==> src/rtl/buf_id_mgr.sv <==
// Free-buffer-ID manager for the packet data cache.
// Holds a circular free list of NUM_BUF IDs, grants one ID per packet to the
// write path, commits or discards it, and frees multicast buffers only after
// their last reader releases them (per-ID reference counts).
module buf_id_mgr #(
  parameter int NUM_BUF = 16,
  parameter int ID_W    = 4,
  parameter int OFF_W   = 7,
  parameter int RC_W    = 3
) (
  input  logic                  clk,
  input  logic                  rst_n,
  output logic                  init_done,
  output logic [ID_W:0]         free_cnt,
  input  logic                  alloc_req,
  output logic                  alloc_gnt,
  output logic [ID_W-1:0]       alloc_id,
  output logic [ID_W+OFF_W-1:0] alloc_waddr,
  input  logic                  wr_done,
  input  logic                  wr_keep,
  input  logic [RC_W-1:0]       wr_refcnt,
  output logic                  commit_valid,
  output logic [ID_W-1:0]       commit_id,
  input  logic                  rd_req,
  input  logic [ID_W-1:0]       rd_id,
  output logic                  rd_raddr_wr,
  output logic [ID_W+OFF_W-1:0] rd_raddr,
  input  logic                  rd_done,
  input  logic [ID_W-1:0]       rd_done_id,
  output logic                  err_free
);

  typedef enum logic [1:0] {S_INIT, S_IDLE, S_BUSY} state_t;

  state_t                  state_q, state_d;
  logic [ID_W-1:0]         fl_mem_q [NUM_BUF];
  logic [ID_W-1:0]         fl_mem_d [NUM_BUF];
  logic [RC_W-1:0]         refcnt_q [NUM_BUF];
  logic [RC_W-1:0]         refcnt_d [NUM_BUF];
  logic [ID_W-1:0]         head_q, head_d;
  logic [ID_W-1:0]         tail_q, tail_d;
  logic [ID_W:0]           cnt_q, cnt_d;
  logic                    init_done_q, init_done_d;
  logic                    alloc_gnt_q, alloc_gnt_d;
  logic [ID_W-1:0]         alloc_id_q, alloc_id_d;
  logic                    commit_valid_q, commit_valid_d;
  logic [ID_W-1:0]         commit_id_q, commit_id_d;
  logic                    rd_raddr_wr_q, rd_raddr_wr_d;
  logic [ID_W+OFF_W-1:0]   rd_raddr_q, rd_raddr_d;
  logic                    err_free_q, err_free_d;

  logic                    do_pop;
  logic                    disc_push;
  logic                    rel_push;
  logic [ID_W-1:0]         tail_inc;
  logic [ID_W-1:0]         rel_slot;

  // Pointer increment that wraps at NUM_BUF (which need not be a power of two).
  function automatic logic [ID_W-1:0] ptr_inc(input logic [ID_W-1:0] p);
    return (p == ID_W'(NUM_BUF - 1)) ? '0 : p + 1'b1;
  endfunction

  // Next-state: FSM, free-list push/pop, refcounts and all registered outputs.
  always_comb begin
    state_d        = state_q;
    fl_mem_d       = fl_mem_q;
    refcnt_d       = refcnt_q;
    head_d         = head_q;
    tail_d         = tail_q;
    cnt_d          = cnt_q;
    init_done_d    = init_done_q;
    alloc_gnt_d    = 1'b0;
    alloc_id_d     = alloc_id_q;
    commit_valid_d = 1'b0;
    commit_id_d    = commit_id_q;
    rd_raddr_wr_d  = 1'b0;
    rd_raddr_d     = rd_raddr_q;
    err_free_d     = 1'b0;
    do_pop         = 1'b0;
    disc_push      = 1'b0;
    rel_push       = 1'b0;
    tail_inc       = ptr_inc(tail_q);
    rel_slot       = tail_q;

    // Reader release: evaluated before the commit so a commit write wins.
    if (rd_done) begin
      if (state_q == S_INIT) begin
        err_free_d = 1'b1;
      end else if (refcnt_q[rd_done_id] > RC_W'(1)) begin
        refcnt_d[rd_done_id] = refcnt_q[rd_done_id] - 1'b1;
      end else if (refcnt_q[rd_done_id] == RC_W'(1)) begin
        refcnt_d[rd_done_id] = '0;
        rel_push             = 1'b1;
      end else begin
        err_free_d = 1'b1;
      end
    end

    case (state_q)
      S_INIT: begin
        // tail doubles as the loader index: ID k lands in slot k in cycle k
        fl_mem_d[tail_q] = tail_q;
        tail_d           = tail_inc;
        cnt_d            = cnt_q + 1'b1;
        if (tail_q == ID_W'(NUM_BUF - 1)) begin
          state_d     = S_IDLE;
          init_done_d = 1'b1;
        end
      end
      S_IDLE: begin
        if (alloc_req && (cnt_q != '0)) begin
          do_pop      = 1'b1;
          alloc_gnt_d = 1'b1;
          alloc_id_d  = fl_mem_q[head_q];
          state_d     = S_BUSY;
        end
      end
      S_BUSY: begin
        if (wr_done) begin
          state_d = S_IDLE;
          if (wr_keep && (wr_refcnt != '0)) begin
            refcnt_d[alloc_id_q] = wr_refcnt;
            commit_valid_d       = 1'b1;
            commit_id_d          = alloc_id_q;
          end else begin
            disc_push = 1'b1;
          end
        end
      end
      default: state_d = S_INIT;
    endcase

    // Discarded ID goes first at tail, a released ID follows it.
    if (state_q != S_INIT) begin
      if (disc_push) begin
        fl_mem_d[tail_q] = alloc_id_q;
        rel_slot         = tail_inc;
      end
      if (rel_push) begin
        fl_mem_d[rel_slot] = rd_done_id;
      end
      case ({disc_push, rel_push})
        2'b11:        tail_d = ptr_inc(tail_inc);
        2'b10, 2'b01: tail_d = tail_inc;
        default:      tail_d = tail_q;
      endcase
      if (do_pop) begin
        head_d = ptr_inc(head_q);
      end
      cnt_d = cnt_q + (ID_W+1)'(disc_push) + (ID_W+1)'(rel_push) - (ID_W+1)'(do_pop);
    end

    if (init_done_q && rd_req) begin
      rd_raddr_wr_d = 1'b1;
      rd_raddr_d    = {rd_id, {OFF_W{1'b0}}};
    end
  end

  // State and output registers; asynchronous reset forfeits all outstanding IDs.
  always_ff @(posedge clk or negedge rst_n) begin
    if (!rst_n) begin
      state_q        <= S_INIT;
      for (int i = 0; i < NUM_BUF; i++) begin
        fl_mem_q[i] <= '0;
        refcnt_q[i] <= '0;
      end
      head_q         <= '0;
      tail_q         <= '0;
      cnt_q          <= '0;
      init_done_q    <= 1'b0;
      alloc_gnt_q    <= 1'b0;
      alloc_id_q     <= '0;
      commit_valid_q <= 1'b0;
      commit_id_q    <= '0;
      rd_raddr_wr_q  <= 1'b0;
      rd_raddr_q     <= '0;
      err_free_q     <= 1'b0;
    end else begin
      state_q        <= state_d;
      fl_mem_q       <= fl_mem_d;
      refcnt_q       <= refcnt_d;
      head_q         <= head_d;
      tail_q         <= tail_d;
      cnt_q          <= cnt_d;
      init_done_q    <= init_done_d;
      alloc_gnt_q    <= alloc_gnt_d;
      alloc_id_q     <= alloc_id_d;
      commit_valid_q <= commit_valid_d;
      commit_id_q    <= commit_id_d;
      rd_raddr_wr_q  <= rd_raddr_wr_d;
      rd_raddr_q     <= rd_raddr_d;
      err_free_q     <= err_free_d;
    end
  end

  assign init_done    = init_done_q;
  assign free_cnt     = cnt_q;
  assign alloc_gnt    = alloc_gnt_q;
  assign alloc_id     = alloc_id_q;
  assign alloc_waddr  = {alloc_id_q, {OFF_W{1'b0}}};
  assign commit_valid = commit_valid_q;
  assign commit_id    = commit_id_q;
  assign rd_raddr_wr  = rd_raddr_wr_q;
  assign rd_raddr     = rd_raddr_q;
  assign err_free     = err_free_q;

endmodule

==> config.mk <==
export PLATFORM = sky130hd
export DESIGN_NAME = buf_id_mgr
export DESIGN_NICKNAME = d
export VERILOG_FILES = /design/src/rtl/buf_id_mgr.sv
export SDC_FILE = /design/constraint.sdc
export NUM_CORES = 1
export LEC_CHECK = 0
export BUFFER_PORTS_ARGS = -buffer_cell sky130_fd_sc_hd__buf_4
export CAP_MARGIN = 20
export CORE_MARGIN = 5
export CORE_UTILIZATION = 45
export DETAILED_ROUTE_END_ITERATION = 8
export PLACE_DENSITY = 0.76
export SLEW_MARGIN = 25
export SYNTH_ARGS = -nofsm -noshare
export SYNTH_HDL_FRONTEND = slang
export SYNTH_SLANG_ARGS = --single-unit
export TNS_END_PERCENT = 10
==> constraint.sdc <==
create_clock -name clk -period 3.9 [get_ports clk]
set_clock_uncertainty 0.15 [all_clocks]
set_input_delay 0.195 -clock clk [delete_from_list [all_inputs] [get_ports clk]]
set_output_delay 0.195 -clock clk [all_outputs]
set_load 0.005 [all_outputs]
==> results.yml <==
yosys:
  synth_warnings: 0
  ys_top_cells_by_count: "144 x sky130_fd_sc_hd__dfrtp_1, 129 x sky130_fd_sc_hd__nor2_1, 111 x sky130_fd_sc_hd__nand2_1"
  async_reset_ff_frac: 1.00
  netlist_top_cells_area: "sky130_fd_sc_hd__dfrtp_1 36%, sky130_fd_sc_hd__mux4_2 7.2%, sky130_fd_sc_hd__mux2_2 5.3%"
  synth-main-ff-cell: "sky130_fd_sc_hd__dfrtp_1"
  synth.lib_cells_used.distinct: 73
  netlist_instances: 1088
  synth_area_per_cell_um2: 9.16
  sequential_share_of_the_synthesized_area: 0.362
  count_of_flip_flops_with_a_built_in_enable_after_synthesis: 0
  synth_largest_type_area_fraction: 0.362
  synthMostInstantiatedCell: "sky130_fd_sc_hd__dfrtp_1"
  yosys_register_bits: 144
  synth.cell_area_um2: 9970
  synth_largest_area_cell: "sky130_fd_sc_hd__dfrtp_1"
global_routing:
  gr-usage-met3: 0.0547
  grt_first_pass_wirelength_um: 46600
  globalRouteMet1Util: 0.286
  grt.total_usage: 0.227
  grt_start_max_net_pins: 96
  grt.met2_usage: 0.374
  antenna_found_initial: 1
  grt_overflow_total: 0
  busiest_layer: "met2"
  grt_pass1_vias: 8668
route:
  wire_per_inst_um: 21.1
  remaining_drc_errors: 0
  drtIter0Drc: 922
  antenna_left: 0
  viasPerCell: 6.39
  wl_um: 29700
  via_count: 8982
  drt-pass1-iter-count: 6
power:
  power_report.internal_total_mw: 4.92
  static-leakage-power_nw: 4.79
  cellPowerDensity_nw_per_um2: 760
  comb_power_share: 0.486
  power_frac_seq: 0.307
  clkPwrFrac: 0.208
  power.switching_fraction: 0.426
  p_sw_mw: 3.65
  ir_worst_vdd_mv: 0.366
  final_power_mw: 8.56
timing:
  period_minus_slack_ns: 3.47
  tightestPinTransition_ns: 0.962
  worst_slack_ns: 0.434
  timing.final.setup_violations: 0
  timing.final.max_slew_violations: 0
  hold_violation_count_in_the_final_report: 0
  holdWs_ns: 0.0968
  fin_tns_setup_ns: 0
  post-route-period-util: 0.889
  relSlewSlack: 0.359
  clock.fmax_ghz: 0.289
  rsz_0062_raised_after_global_routing: "false"
place:
  dp_hpwl_um: 20200
  placement.setup.worst_slack_ns: 0.340
  placed_cells: 1361
  gpl.final_weighted_congestion: 0.953
  number_of_buffers_inserted_by_port_buffering: 43
  placed_cell_area_um2: 10500
floorplan:
  dieArea_um2: 25200
  die_w_um: 159
  die_h_um: 159
  ios: 58
  rows: 54
  fp.coreArea_um2: 21800
  starting_density_of_the_core: 0.457
cells_and_area:
  finalCoreUtilization: 0.516
  post_layout_nonfiller_instances: 1405
  fillerInstances: 1930
  final_design_area_no_fill_um2: 11300
  final-seq-area_um2: 3600
  layout-drive-gt1-share: 0.197
  number_of_inserted_diodes: 0
  area_growth_pct: 13.0
  finalNetCount: 1151
  multi_input_comb_area_um2: 5860
critical_path:
  reg2reg_from: "refcnt_q[1]$_DFF_PN0_"
  worstPathArrival_ns: 3.63
  launching_element_of_the_worst_setup_path: "refcnt_q[1]$_DFF_PN0_"
  timing.setup.critical_path_class: "reg2reg"
  worstSetupStartpointType: "flip-flop"
  crit_required_ns: 4.07
  timing.critical_path.to_type: "flip-flop"
  crit_path_max_fanout: 5
clock_tree:
  clock_insertion_delay_worst_skew_ns: 0.44
  clock_tree.htree_level_count: 4
  cts_num_sinks: 144
  cts_setup_buffers: 0
  cts.path.max_buffers: 2
  path_clk_slew_ns: 0.06
  cts_buffers: 17
  cts_tree: "done"
  cts-root-buf: "sky130_fd_sc_hd__clkbuf_16"
hold_path:
  hold_path_origin: "wr_keep"
  hold_class: "in2reg"
outcome:
  run_status: "finished clean"
job:
  cap_violations: 0
[kinds of logic (layout without fill, tap and decap cells)]
logic type | after synthesis | after routing | synth area share
AO/OA/AOI/OAI | 243 | 243 | 0.159
XOR/XNOR | 12 | 12 | 0.0105
adder cells (fa/ha/maj) | 20 | 20 | 0.0266
buffers and inverters | 126 | 150 | 0.0580
flip-flops | 144 | 144 | 0.362
multiplexers | 130 | 130 | 0.186
other | 1 | 14 | 0.000376
AND/OR/NAND/NOR | 412 | 412 | 0.198
[final cells by class]
| type | instances | area share |
|---|---|---|
| well taps | 280 | 0.0311 |
| clock buffers | 23 | 0.0424 |
| inverters | 31 | 0.0103 |
| repair buffers | 88 | 0.0630 |
| multi-input cells | 831 | 0.520 |
| flip-flops and latches | 144 | 0.320 |
| clock inverters | 8 | 0.0135 |
[layout by cell type (no fill, tap or decap), drive strengths merged, types with 8 or more instances in the layout]
| master | n |
|---|---|
| a21oi | 72 |
| a31oi | 21 |
| buf | 75 |
| clkbuf | 23 |
| conb | 14 |
| dfrtp | 144 |
| dlygate4sd3 | 13 |
| ha | 18 |
| inv | 31 |
| mux2 | 61 |
| mux2i | 37 |
| mux4 | 32 |
| nand2 | 113 |
| nand2b | 16 |
| nand3 | 57 |
| nand4 | 20 |
| nor2 | 131 |
| nor2b | 8 |
| nor3 | 15 |
| nor4 | 10 |
| o2111ai | 14 |
| o211ai | 15 |
| o21ai | 53 |
| o31ai | 11 |
| o41ai | 9 |
| or3 | 8 |
| or4 | 8 |
[registers in the layout (all words and copies together) (netlist names)]
register      cells
alloc_gnt         1
alloc_id          4
commit_id         4
commit_valid      1
err_free          1
fl_mem_q         64
free_cnt          5
head_q            4
init_done         1
rd_raddr          4
rd_raddr_wr       1
refcnt_q         48
state_q           2
tail_q            4
[final timing paths]
kind / end / slack (ns) / depth (start not counted)
setup / recovery: free_cnt[4]$_DFF_PN0_ / 0.43 / 16
hold / removal: commit_valid$_DFF_PN0_ / 0.1 / 3
setup reg to reg: free_cnt[4]$_DFF_PN0_ / 0.43 / 16
hold reg to reg: free_cnt[4]$_DFF_PN0_ / 0.35 / 1
max in group asynchronous: refcnt_q[21]$_DFF_PN0_ / 2.57 / 3
min in group asynchronous: alloc_gnt$_DFF_PN0_ / 0.26 / 2
[layer usage]
metal | wire length [um] | vias up
met3 | 2630 | 100
met5 | 9 | -
li1 | - | 4018
met1 | 11500 | 4374
met2 | 14400 | 488
met4 | 1170 | 2
[power by group through the flow]
stage          Clock [mW]  Combinational (mW)  Sequential, mW
2_1_floorplan           0                3.08            2.34
3_3_place_gp            0                3.95            2.60
3_5_place_dp            0                4.05            2.62
4_1_cts              1.80                4.08            2.61
5_1_grt              1.87                4.47            2.70
6_report             1.78                4.16            2.62
[worst max-delay path, cell delays in order (launching register included)]
cell and delay (ns):
sky130_fd_sc_hd__dfrtp_1 0.39, sky130_fd_sc_hd__mux4_2 0.50, sky130_fd_sc_hd__a22oi_2 0.26, sky130_fd_sc_hd__nand2_2 0.08, sky130_fd_sc_hd__inv_2 0.11, sky130_fd_sc_hd__ha_4 0.14
sky130_fd_sc_hd__nand2_2 0.04, sky130_fd_sc_hd__nor2_1 0.14, sky130_fd_sc_hd__inv_1 0.07, sky130_fd_sc_hd__fa_1 0.40, sky130_fd_sc_hd__fa_1 0.41, sky130_fd_sc_hd__inv_1 0.07
sky130_fd_sc_hd__a21oi_1 0.05, sky130_fd_sc_hd__o21bai_1 0.15, sky130_fd_sc_hd__xnor2_1 0.13, sky130_fd_sc_hd__a21oi_1 0.09, sky130_fd_sc_hd__xor2_1 0.15
[repair_timing]
item                      4_1_cts  5_1_grt
hold buffers                   13        0
hold endpoints to repair      126        0
resized for setup               0        0
No activity file was read; power rests on OpenSTA's default activity.
